**src/rtl/jts18_pri_mixer.sv**
```systemverilog
// Priority-based layer mixer: programmable per-mode rank table, two-stage pipeline
// gated by pxl_cen, highest-ranked opaque layer wins, ties go to the lowest index.
module jts18_pri_mixer #(
    parameter  int LAYERS = 7,
    parameter  int CW     = 11,
    parameter  int RW     = 3,
    parameter  int MW     = 3,
    localparam int MODES  = 2**MW,
    localparam int LW     = $clog2(LAYERS+1)
) (
    input  logic                 rst,
    input  logic                 clk,
    input  logic                 pxl_cen,
    input  logic                 line_start,
    input  logic [MW-1:0]        mode_in,
    input  logic                 pri_we,
    input  logic [MW+LW-1:0]     pri_addr,
    input  logic [RW-1:0]        pri_din,
    input  logic [LAYERS-1:0]    layer_opaque,
    input  logic [LAYERS*CW-1:0] layer_col,
    input  logic [CW-1:0]        back_col,
    output logic [CW-1:0]        pxl_out,
    output logic [LW-1:0]        win_layer,
    output logic                 win_vld
);

    logic [RW-1:0]        rank_q [MODES][LAYERS];
    logic [MW-1:0]        wr_mode;
    logic [LW-1:0]        wr_layer;

    logic [MW-1:0]        pend_mode_q;
    logic [MW-1:0]        act_mode_q, act_mode_d;
    logic [MW-1:0]        eff_mode;
    logic                 mode_load;

    logic [LAYERS-1:0]    s1_opaque_q;
    logic [LAYERS*CW-1:0] s1_col_q;
    logic [CW-1:0]        s1_back_q;
    logic [RW-1:0]        s1_rank_q [LAYERS];

    logic [CW-1:0]        pxl_q, pxl_d;
    logic [LW-1:0]        win_q, win_d;
    logic                 vld_q, vld_d;
    logic [RW-1:0]        best_rank;

    assign wr_mode  = pri_addr[MW+LW-1:LW];
    assign wr_layer = pri_addr[LW-1:0];

    // A line_start switch takes effect on the very sample taken in the same clk.
    assign mode_load  = line_start & pxl_cen;
    assign eff_mode   = mode_load ? pend_mode_q : act_mode_q;
    assign act_mode_d = eff_mode;

    always_ff @(posedge clk or posedge rst) begin
        if (rst) begin
            for (int unsigned m = 0; m < MODES; m++)
                for (int unsigned n = 0; n < LAYERS; n++)
                    rank_q[m][n] <= RW'(n);
        end else if (pri_we) begin
            for (int unsigned m = 0; m < MODES; m++)
                for (int unsigned n = 0; n < LAYERS; n++)
                    if (wr_mode == MW'(m) && wr_layer == LW'(n))
                        rank_q[m][n] <= pri_din;
        end
    end

    always_ff @(posedge clk or posedge rst) begin
        if (rst) begin
            pend_mode_q <= '0;
            act_mode_q  <= '0;
        end else begin
            pend_mode_q <= mode_in;
            act_mode_q  <= act_mode_d;
        end
    end

    // Stage 1 reads the table flops directly, so a same-clk write is not seen yet.
    always_ff @(posedge clk or posedge rst) begin
        if (rst) begin
            s1_opaque_q <= '0;
            s1_col_q    <= '0;
            s1_back_q   <= '0;
            for (int unsigned n = 0; n < LAYERS; n++)
                s1_rank_q[n] <= '0;
        end else if (pxl_cen) begin
            s1_opaque_q <= layer_opaque;
            s1_col_q    <= layer_col;
            s1_back_q   <= back_col;
            for (int unsigned n = 0; n < LAYERS; n++)
                s1_rank_q[n] <= rank_q[eff_mode][n];
        end
    end

    // Strict greater-than keeps the earlier (lower) index on rank ties.
    always_comb begin
        vld_d     = 1'b0;
        best_rank = '0;
        win_d     = LW'(LAYERS);
        pxl_d     = s1_back_q;
        for (int unsigned n = 0; n < LAYERS; n++) begin
            if (s1_opaque_q[n] && (!vld_d || s1_rank_q[n] > best_rank)) begin
                vld_d     = 1'b1;
                best_rank = s1_rank_q[n];
                win_d     = LW'(n);
                pxl_d     = s1_col_q[n*CW +: CW];
            end
        end
    end

    always_ff @(posedge clk or posedge rst) begin
        if (rst) begin
            pxl_q <= '0;
            win_q <= LW'(LAYERS);
            vld_q <= 1'b0;
        end else if (pxl_cen) begin
            pxl_q <= pxl_d;
            win_q <= win_d;
            vld_q <= vld_d;
        end
    end

    assign pxl_out   = pxl_q;
    assign win_layer = win_q;
    assign win_vld   = vld_q;

endmodule
```
**config.mk**
```make
export PLATFORM = sky130hd
export DESIGN_NAME = jts18_pri_mixer
export DESIGN_NICKNAME = d
export VERILOG_FILES = /design/src/rtl/jts18_pri_mixer.sv
export SDC_FILE = /design/constraint.sdc
export NUM_CORES = 1
export LEC_CHECK = 0
export CAP_MARGIN = 20
export CORE_AREA = 4 4 177 179
export DETAILED_ROUTE_END_ITERATION = 10
export DIE_AREA = 0 0 181 183
export PLACE_DENSITY_LB_ADDON = 0.3
export SLEW_MARGIN = 20
export SYNTH_ARGS = -nofsm -noshare
export SYNTH_HDL_FRONTEND = slang
export SYNTH_SLANG_ARGS = --single-unit
```
**constraint.sdc**
```tcl
create_clock -name clk -period 10.2 [get_ports clk]
set_input_delay 1.53 -clock clk [delete_from_list [all_inputs] [get_ports clk]]
set_output_delay 1.53 -clock clk [all_outputs]
set_load 0.05 [all_outputs]
```
==> reports/qor.txt, run 1 <==
Number of global-route vias before repair - 10110
Sequential fraction of the synthesis area - 52.7%
Share of post-route cells with drive strength above 1 - 36.3%
Row count - 63
Crit path time final - 9.52 ns
Grt total ovfl - 0
Via density per instance - 5.82
Critical Path RT - 10.59 ns
Fin Clk Skew - 0.0206 ns
Mux cell area share after synthesis - 26.1%
Count leader, synth - mux2_2
Peak supply drop - 0.102 mV
Achievable clock frequency - 105 MHz
Adder-cell area share of the yosys netlist - 1.54%
Post-synth EDFFs - 0
Die area - 33100 sq um
Area leader, netlist - dfrtp_1
TritonRoute pass-1 iters - 6
FFs w/ async S/R, synth - 100%
Core outline area - 29600 sq um
Top_reg_cell synth - dfrtp_1
Top-Level Pins - 127
GRT Resource Usage Total - 21.0%
Largest net degree at the start of global routing - 160
Diodes inserted - 0
Fin util - 58.5%
Nets@finish - 1375
CP max FO - 18
Syn Inst Count - 1138
Worst path most repeated cell - ha_1
Longest Clk Path Bufs - 3
Most frequent cells after synthesis - mux2_2 (251), dfrtp_1 (230), nand2_1 (96)
Synth Area in Simple Gates - 7.96%
Worst-skew pair later-pin latency - 0.52 ns
WL/cell - 21.0 um
Clock transition at path regs - 0.06 ns
Power per cell area - 213 nW/um^2
Status - finished clean
# DRC - 0
Ranking of synthesized cells by area - dfrtp_1 (39%), mux2_2 (19%), dfstp_2 (13%)
IO buf count - 126
CTS tree - yes
Main combinational cell family by area after synthesis - multiplexers
Hold WC Path Type - flip-flop to flip-flop
Antenna Nets Post-Route - 0
Routed WL - 34.8 mm
Setup Fix Bufs, Post-CTS - 0
Critical path type - flip-flop to flip-flop
Cell Area, Placed - 16200 sq um
CP Capture Type - flip-flop
Worst hold slack - 0.498 ns
Static Leakage - 7.25 nW
Final Hold Vio Count - 0
1st-iter DRT viols - 741
Root Buffer - clkbuf_16
Area Overhead vs Synth - 18.0%
Largest stage delay on the critical path - 0.48 ns
Antenna violations before repair - 0
Chip height - 183 um
Worst-margin pin slew - 1.01 ns
Avg Cell Area, Syn - 12.9 sq um
Synth Warn # - 0
Yosys top cell area share - 39.3%
Post-synthesis compound-gate area fraction - 8.34%
Detailed Place HPWL - 22.9 mm
Die extent in x - 181 um
DP Cell Count - 1599
Placer Congestion - 0.849
Setup-failing EPs final - 0
Post-synth cell types - 60
CTS HTree Levels - 2
Final Slew Violations - 0
Fin cells - 1660
Worst endpoint data arrival time - 9.91 ns
Finished layout cell area - 17300 sq um
Tcrit/Tclk final - 93.3%
Post-Synth XOR/XNOR Area - 0%
Fillers - 2408
Max Cap Violations - 0
Cts bufs inserted - 34
Via count - 9667
# clock sinks - 305
Setup crit start kind - flip-flop
Syn Std Cell Area - 14700 sq um
Global-route wire length before repair - 56.5 mm
Slew Limit Headroom - 31.0%
Net Count, Synth - 1268
#FFs+latches synth - 305
CP max stage cell - or2b_2
Starting Density - 49.6%
## critical path: cells and delay by family, from the launching register on
kind | cells | cell delay (ns)
AND/OR/NAND/NOR | 13 | 2.59
adder cells (fa/ha/maj) | 6 | 1.89
buffers and inverters | 1 | 0.21
AO/OA/AOI/OAI | 18 | 4.33
flip-flops | 1 | 0.37
## final timing paths
path / start / endpoint / slack (ns) / depth (start not counted)
min reg2reg: rank_q[17] / rank_q[17] / 0.50 / 1
max in group asynchronous: rst / s1_col_q[59] / 7.29 / 3
min in group asynchronous: rst / pend_mode_q[1] / 1.60 / 2
max reg2reg: s1_opaque_q[0] / pxl_out[4] / 0.68 / 38
min: rank_q[17] / rank_q[17] / 0.50 / 1
max: s1_opaque_q[0] / pxl_out[4] / 0.68 / 38
## report_power, final
group          switching, mW  internal (mW)
logic                  0.543          0.446
clock network          0.491          0.699
registers              0.100           1.41
## through the flow
step	TNS (ns)	setup WS, ns	power (mW)
2_1_floorplan	0	0.363	2.23
3_3_place_gp	0	0.832	2.48
3_5_place_dp	0	0.458	2.51
4_1_cts	0	0.377	3.72
5_1_grt	-0.165	-0.0509	3.88
6_report	0	0.682	3.69
## metal layers
layer | vias to the layer above | track usage [%] | share of wire, %
li1 | 4389 | - | -
met3 | 51 | 3.81 | 5.9
met2 | 283 | 33.4 | 46
met1 | 4944 | 30.0 | 45
met4 | 0 | 6.30 | 2.5
met5 | - | 0 | 0
## layout make-up
type                            count  area, sq um  area share (%)
Clock buffer                       51          985            5.70
Timing Repair Buffer              141         1380            7.98
Tap cell                          390          488            2.82
Clock inverter                     10          100           0.579
Multi-Input combinational cell    731         6470            37.4
Inverter                           32          133           0.767
Sequential cell                   305         7730            44.7
## repair_timing
| action | CTS | global route |
|---|---|---|
| hold endpoints to repair | 0 | 0 |
| gates resized for setup | 0 | 1 |
| endpoints found under the setup margin | 0 | 8 |
| hold buffers | 0 | 0 |
## sequential cells by signal, indices dropped and copies added, names as in the netlist
name,flops
act_mode_q,3
win_layer,3
pend_mode_q,3
win_vld,1
s1_rank_q,21
s1_col_q,77
s1_back_q,11
rank_q,168
pxl_out,11
s1_opaque_q,7
## kinds of logic after synthesis
logic type | Yosys count
AO/OA/AOI/OAI | 167
adder cells (fa/ha/maj) | 18
buffers and inverters | 102
flip-flops | 305
multiplexers | 296
AND/OR/NAND/NOR | 250
## cells in the final DEF, fill, tap and decap left out, types with 6 or more instances in the layout
cell type        synthesis  layout
mux2_2                 251     251
a211oi_1                 6       6
nor2b_1                 19      19
a22oi_1                 10      10
clkbuf_8                 0       7
nand3_1                 10      10
clkbuf_16                0      34
a221oi_1                11      11
buf_4                    4      14
nor3_1                  17      16
inv_1                   32      31
a2bb2oi_1               11      11
mux4_2                  41      41
a21oi_1                  7       7
o31ai_1                 11      11
and3_1                  16      16
nand2_1                 96      96
o21ai_0                 40      40
clkdlybuf4s50_1          0     125
ha_1                    18      18
a31oi_1                 33      33
nor2_1                  65      64
dfstp_2                 75      75
dfrtp_1                230     230
clkbuf_1                41      10
a311oi_1                10      10
Power figures use the tool's default switching activity.
==> run 2, diff against run 1 <==
--- a/config.mk
+++ b/config.mk
@@ -6,9 +6,11 @@
 export NUM_CORES = 1
 export LEC_CHECK = 0
 export CAP_MARGIN = 20
-export CORE_AREA = 4 4 177 179
+export CELL_PAD_IN_SITES_DETAIL_PLACEMENT = 0
+export CELL_PAD_IN_SITES_GLOBAL_PLACEMENT = 2
+export CORE_AREA = 4 4 204 206
 export DETAILED_ROUTE_END_ITERATION = 10
-export DIE_AREA = 0 0 181 183
+export DIE_AREA = 0 0 208 210
 export PLACE_DENSITY_LB_ADDON = 0.3
 export SLEW_MARGIN = 20
 export SYNTH_ARGS = -nofsm -noshare
==> reports/qor.txt, run 2 (synthesis gave the netlist of run 1 again) <==
Routed WL - 37.7 mm (was 34.8 mm)
Cell Area, Placed - 16300 sq um (was 16200 sq um)
Antenna Nets Post-Route - 0 (unchanged)
Max Cap Violations - 0 (unchanged)
Chip height - 210 um (was 183 um)
Status - finished clean (unchanged)
Setup crit start kind - flip-flop (unchanged)
Share of power burned in registers - 40.0% (was 41.0%)
Diodes inserted - 0 (unchanged)
Flip-flop count of the largest register after layout - 168 (unchanged)
Placer Congestion - 0.770 (was 0.849)
Core outline area - 39600 sq um (was 29600 sq um)
Final Hold Vio Count - 0 (unchanged)
Fin Clk Skew - 0.0160 ns (was 0.0206 ns)
Clock transition at path regs - 0.06 ns (about the same)
Crit path time final - 9.41 ns (was 9.52 ns)
Via density per instance - 5.26 (was 5.82)
Fillers - 3746 (was 2408)
Setup-failing EPs final - 0 (unchanged)
# clock sinks - 305 (unchanged)
Critical Path RT - 10.66 ns (was 10.59 ns)
Final TNS setup - 0 ns (unchanged)
Most flop-heavy register - rank_q (unchanged)
Power per cell area - 216 nW/um^2 (was 213 nW/um^2)
Clock power share - 33.5% (was 32.2%)
Worst-margin pin slew - 1.11 ns (was 1.01 ns)
# hold bufs at CTS - 0 (unchanged)
Hold WC Path Type - flip-flop to flip-flop (unchanged)
Most frequent cells in the layout - mux2_2 (251), dfrtp_1 (229), clkdlybuf4s50_1 (124), nand2_1 (96), dfstp_2 (75) (was mux2_2 (251), dfrtp_1 (230), clkdlybuf4s50_1 (125), nand2_1 (96), dfstp_2 (75))
Longest Clk Path Bufs - 3 (unchanged)
Root Buffer - clkbuf_16 (unchanged)
CTS HTree Levels - 2 (unchanged)
Row count - 73 (was 63)
# DRC - 0 (unchanged)
GRT Resource Usage Total - 17.1% (was 21.0%)
Via count - 9487 (was 9667)
WL/cell - 20.9 um (was 21.0 um)
Antenna violations before repair - 0 (unchanged)
Nets@finish - 1378 (was 1375)
Part of the power in combinational logic - 26.5% (was 26.8%)
Setup crit start - s1_opaque_q[0] (unchanged)
1st-iter DRT viols - 451 (was 741)
Switching pwr - 1.18 mW (was 1.13 mW)
Tcrit/Tclk final - 92.2% (was 93.3%)
Launch point of the worst reg-to-reg path - s1_opaque_q[0] (unchanged)
Critical path type - flip-flop to flip-flop (unchanged)
Largest stage delay on the critical path - 0.53 ns (was 0.48 ns)
Top flop regs - rank_q x168, s1_col_q x77, s1_rank_q x21 (unchanged)
Hold wc startpoint - win_layer[0] (was rank_q[17])
Worst path most repeated cell - ha_1 (unchanged)
Number of global-route vias before repair - 10149 (was 10110)
Peak supply drop - 0.128 mV (was 0.102 mV)
CP Capture Type - flip-flop (unchanged)
Global-route wire length before repair - 59.8 mm (was 56.5 mm)
Cts bufs inserted - 37 (was 34)
Achievable clock frequency - 106 MHz (was 105 MHz)
Most common cell after layout, fill and taps aside - mux2_2 (unchanged)
Worst-skew pair later-pin latency - 0.54 ns (was 0.52 ns)
Static Leakage - 7.29 nW (was 7.25 nW)
Die area - 43700 sq um (was 33100 sq um)
Die extent in x - 208 um (was 181 um)
Top-Level Pins - 127 (unchanged)
Finished layout cell area - 17500 sq um (was 17300 sq um)
Largest net degree at the start of global routing - 173 (was 160)
Final Slew Violations - 0 (unchanged)
Share of post-route cells with drive strength above 1 - 36.7% (was 36.3%)
CTS tree - yes (unchanged)
Slew Limit Headroom - 25.4% (was 31.0%)
Worst endpoint data arrival time - 9.87 ns (was 9.91 ns)
Sw Ratio - 31.2% (was 30.7%)
CP max stage cell - dfrtp_2 (was or2b_2)
Detailed Place HPWL - 24.8 mm (was 22.9 mm)
Area Overhead vs Synth - 19.7% (was 18.0%)
Starting Density - 37.0% (was 49.6%)
CP max FO - 18 (unchanged)
Fin util - 44.3% (was 58.5%)
Grt total ovfl - 0 (unchanged)
P_int - 2.60 mW (was 2.56 mW)
RSZ-0062 raised after global routing - false
TritonRoute pass-1 iters - 4 (was 6)
IO buf count - 126 (unchanged)
-- run 2: worst paths after layout --
check | endpoint | slack [ns] | cells after the start
worst max-delay path | win_layer[2] | 0.79 | 38
worst min-delay path | win_layer[0] | 0.49 | 2
worst max register to register | win_layer[2] | 0.79 | 38
worst min register to register | win_layer[0] | 0.49 | 2
max in group asynchronous | s1_col_q[71] | 7.13 | 3
min in group asynchronous | pend_mode_q[0] | 1.59 | 2
-- run 2: per-stage QoR --
stage          hold slack (ns)  std cells  setup WS (ns)  power (mW)
6_report                 0.493       1802          0.791        3.78
5_1_grt                  0.512       1802        0.00854        3.98
4_1_cts                  0.491       1801          0.255        3.83
3_5_place_dp             0.483       1733          0.261        2.54
3_3_place_gp             0.472       1733          0.552        2.51
2_1_floorplan            0.471       1138          0.363        2.23
-- run 2: worst max-delay path: cells and delay by family (launching register included) --
family | cells | cell delay (ns)
AND/OR/NAND/NOR | 13 | 2.45
buffers and inverters | 1 | 0.20
AO/OA/AOI/OAI | 18 | 4.37
adder cells (fa/ha/maj) | 6 | 1.79
flip-flops | 1 | 0.53
-- run 2: cell type report --
type	count	area, sq um	area share (%)
timing repair buffer	140	1380	7.84
inverter	32	128	0.727
tap	525	657	3.74
multi-input combinational	732	6490	37.0
clock buffer	54	1040	5.93
clock inverter	14	124	0.706
sequential	305	7730	44.0
-- run 2: power groups by stage --
stage,logic [mW],registers (mW),clock network [mW]
after global routing,1.10,1.53,1.35
final,1.00,1.51,1.27
after CTS,1.01,1.51,1.31
after global placement,0.985,1.53,0
after detailed placement,1.00,1.53,0
after floorplan,0.641,1.59,0
-- run 2: routing by layer --
metal | track usage, % | vias up | share of wire, %
li1 | - | 4421 | -
met1 | 24.2 | 4832 | 48
met2 | 27.2 | 183 | 46
met3 | 2.74 | 51 | 3.3
met4 | 5.48 | 0 | 2.8
met5 | 0 | - | 0
-- run 2: what timing repair did --
item / 4_1_cts / 5_1_grt
setup buffers: 0 / 0
resized for setup: 0 / 4
setup endpoints to repair: 0 / 14
==> run 3, diff against run 2 <==
--- a/config.mk
+++ b/config.mk
@@ -8,10 +8,11 @@
 export CAP_MARGIN = 20
 export CELL_PAD_IN_SITES_DETAIL_PLACEMENT = 0
 export CELL_PAD_IN_SITES_GLOBAL_PLACEMENT = 2
-export CORE_AREA = 4 4 204 206
+export CORE_AREA = 4 4 188 190
 export DETAILED_ROUTE_END_ITERATION = 10
-export DIE_AREA = 0 0 208 210
+export DIE_AREA = 0 0 192 194
 export PLACE_DENSITY_LB_ADDON = 0.3
+export REMOVE_ABC_BUFFERS = 1
 export SLEW_MARGIN = 20
 export SYNTH_ARGS = -nofsm -noshare
 export SYNTH_HDL_FRONTEND = slang
==> constraint.sdc (replaced) <==
create_clock -name clk -period 11.49 [get_ports clk]
set_input_delay 1.7235 -clock clk [delete_from_list [all_inputs] [get_ports clk]]
set_output_delay 1.7235 -clock clk [all_outputs]
set_load 0.05 [all_outputs]
==> reports/qor.txt, run 3 (synthesis gave the netlist of run 1 again) <==
Status - finished clean (unchanged)
Number of global-route vias before repair - 9946 (was 10149)
Critical Path RT - 11.92 ns (was 10.66 ns)
Slew Limit Headroom - 37.1% (was 25.4%)
CP Capture Type - flip-flop (unchanged)
Tcrit/Tclk final - 90.0% (was 92.2%)
Finished layout cell area - 17400 sq um (was 17500 sq um)
Worst endpoint data arrival time - 10.77 ns (was 9.87 ns)
Nets@finish - 1377 (was 1378)
Power per cell area - 190 nW/um^2 (was 216 nW/um^2)
Final TNS setup - 0 ns (unchanged)
Cell Area, Placed - 16300 sq um (about the same)
WL/cell - 20.6 um (was 20.9 um)
1st-iter DRT viols - 508 (was 451)
Worst-skew pair later-pin latency - 0.51 ns (was 0.54 ns)
Top flop regs - rank_q x168, s1_col_q x77, s1_rank_q x21 (unchanged)
Pre-CTS setup slack - 0.789 ns (was 0.261 ns)
Share of post-route cells with drive strength above 1 - 36.1% (was 36.7%)
Final Slew Violations - 0 (unchanged)
Area Overhead vs Synth - 19.0% (was 19.7%)
Row count - 67 (was 73)
Total power - 3.31 mW (was 3.78 mW)
Die extent in x - 192 um (was 208 um)
Multi-input gate area - 6480 sq um (was 6490 sq um)
Peak supply drop - 0.132 mV (was 0.128 mV)
Longest Clk Path Bufs - 3 (unchanged)
Worst-margin pin slew - 0.940 ns (was 1.11 ns)
Post-CTS sizing - 0 (unchanged)
Antenna Nets Post-Route - 0 (unchanged)
Grt total ovfl - 0 (unchanged)
RSZ-0062 raised after global routing - false (unchanged)
Placer Congestion - 0.796 (was 0.770)
Max Cap Violations - 0 (unchanged)
# DRC - 0 (unchanged)
Crit path time final - 10.35 ns (was 9.41 ns)
Setup Fix Bufs, Post-CTS - 0 (unchanged)
Most frequent cells in the layout - mux2_2 (251), dfrtp_1 (230), clkdlybuf4s50_1 (125), nand2_1 (96), dfstp_2 (75) (was mux2_2 (251), dfrtp_1 (229), clkdlybuf4s50_1 (124), nand2_1 (96), dfstp_2 (75))
Setup crit start kind - flip-flop (unchanged)
Antenna violations before repair - 0 (unchanged)
Largest stage delay on the critical path - 0.77 ns (was 0.53 ns)
Static Leakage - 7.27 nW (was 7.29 nW)
CP max stage cell - o21a_1 (was dfrtp_2)
Global-route wire length before repair - 56.4 mm (was 59.8 mm)
CP max FO - 25 (was 18)
Worst path most repeated cell - ha_1 (unchanged)
Core outline area - 33400 sq um (was 39600 sq um)
# hold bufs at CTS - 0 (unchanged)
Starting Density - 43.8% (was 37.0%)
Hold WC Path Type - flip-flop to flip-flop (unchanged)
TritonRoute pass-1 iters - 4 (unchanged)
Die area - 37200 sq um (was 43700 sq um)
CTS tree - yes (unchanged)
GRT Resource Usage Total - 19.0% (was 17.1%)
Most common cell after layout, fill and taps aside - mux2_2 (unchanged)
Final Hold Vio Count - 0 (unchanged)
Final setup margin - 1.14 ns (was 0.791 ns)
Fin Clk Skew - 0.0117 ns (was 0.0160 ns)
Routed WL - 35.4 mm (was 37.7 mm)
# clock sinks - 305 (unchanged)
Achievable clock frequency - 96.7 MHz (was 106 MHz)
Clock transition at path regs - 0.06 ns (about the same)
Diodes inserted - 0 (unchanged)
Worst path top cell family by delay - compound AO/OA/AOI/OAI gates (unchanged)
Most flop-heavy register - rank_q (unchanged)
IO buf count - 126 (unchanged)
Via count - 9369 (was 9487)
Cts bufs inserted - 36 (was 37)
Largest net degree at the start of global routing - 115 (was 173)
Top-Level Pins - 127 (unchanged)
Via density per instance - 5.44 (was 5.26)
Worst hold slack - 0.500 ns (was 0.493 ns)
Flip-flop count of the largest register after layout - 168 (unchanged)
Critical path type - flip-flop to flip-flop (unchanged)
Setup-failing EPs final - 0 (unchanged)
Register area - 7730 sq um (about the same)
CTS HTree Levels - 2 (unchanged)
Chip height - 194 um (was 210 um)
Fillers - 2880 (was 3746)
CP Buf/Inv Count - 0 (was 1)
Root Buffer - clkbuf_16 (unchanged)
Detailed Place HPWL - 23.4 mm (was 24.8 mm)
## run 3: routing by layer
layer | part of all wire (%) | GRT usage [%] | vias to the layer above | routed length, um
met5 | 0 | 0 | - | 0
met4 | 2.4 | 5.04 | 0 | 857
met3 | 4.6 | 2.86 | 49 | 1620
met2 | 47 | 30.4 | 193 | 16600
met1 | 46 | 27.2 | 4738 | 16400
li1 | - | - | 4389 | -
## run 3: worst min-delay path: cells and delay by family, from the launching register on
kind / cells / cell delay [ns]
AO/OA/AOI/OAI: 1 / 0.06
buffers and inverters: 1 / 0.05
flip-flops: 1 / 0.38
## run 3: worst paths after layout
check / from / to / slack [ns] / cells past startpoint
setup / recovery: s1_opaque_q[0] / win_layer[2] / 1.14 / 37
hold reg to reg: win_layer[0] / win_layer[0] / 0.50 / 2
max in group asynchronous: rst / rank_q[105] / 8.34 / 3
min in group asynchronous: rst / s1_back_q[7] / 1.76 / 2
hold / removal: win_layer[0] / win_layer[0] / 0.50 / 2
setup reg to reg: s1_opaque_q[0] / win_layer[2] / 1.14 / 37
## run 3: power breakdown
part | internal (mW) | total, mW | leakage, nW | switching (mW)
Clock | 0.668 | 1.10 | 0.553 | 0.429
Combinational | 0.395 | 0.871 | 3.08 | 0.477
Sequential | 1.25 | 1.34 | 3.64 | 0.0920
## run 3: cell type report
cell class              instances  area share [%]
flip-flops and latches        305            44.3
clock inverters                 4           0.273
well taps                     448            3.22
multi-input cells             731            37.2
inverters                      32           0.732
repair buffers                141            7.99
clock buffers                  60            6.27
## run 3: per-stage QoR
step	util, %	std cells
6_report	52.1	1721
5_1_grt	52.1	1721
4_1_cts	52.0	1719
3_5_place_dp	48.6	1655
3_3_place_gp	48.6	1655
2_1_floorplan	-	1068
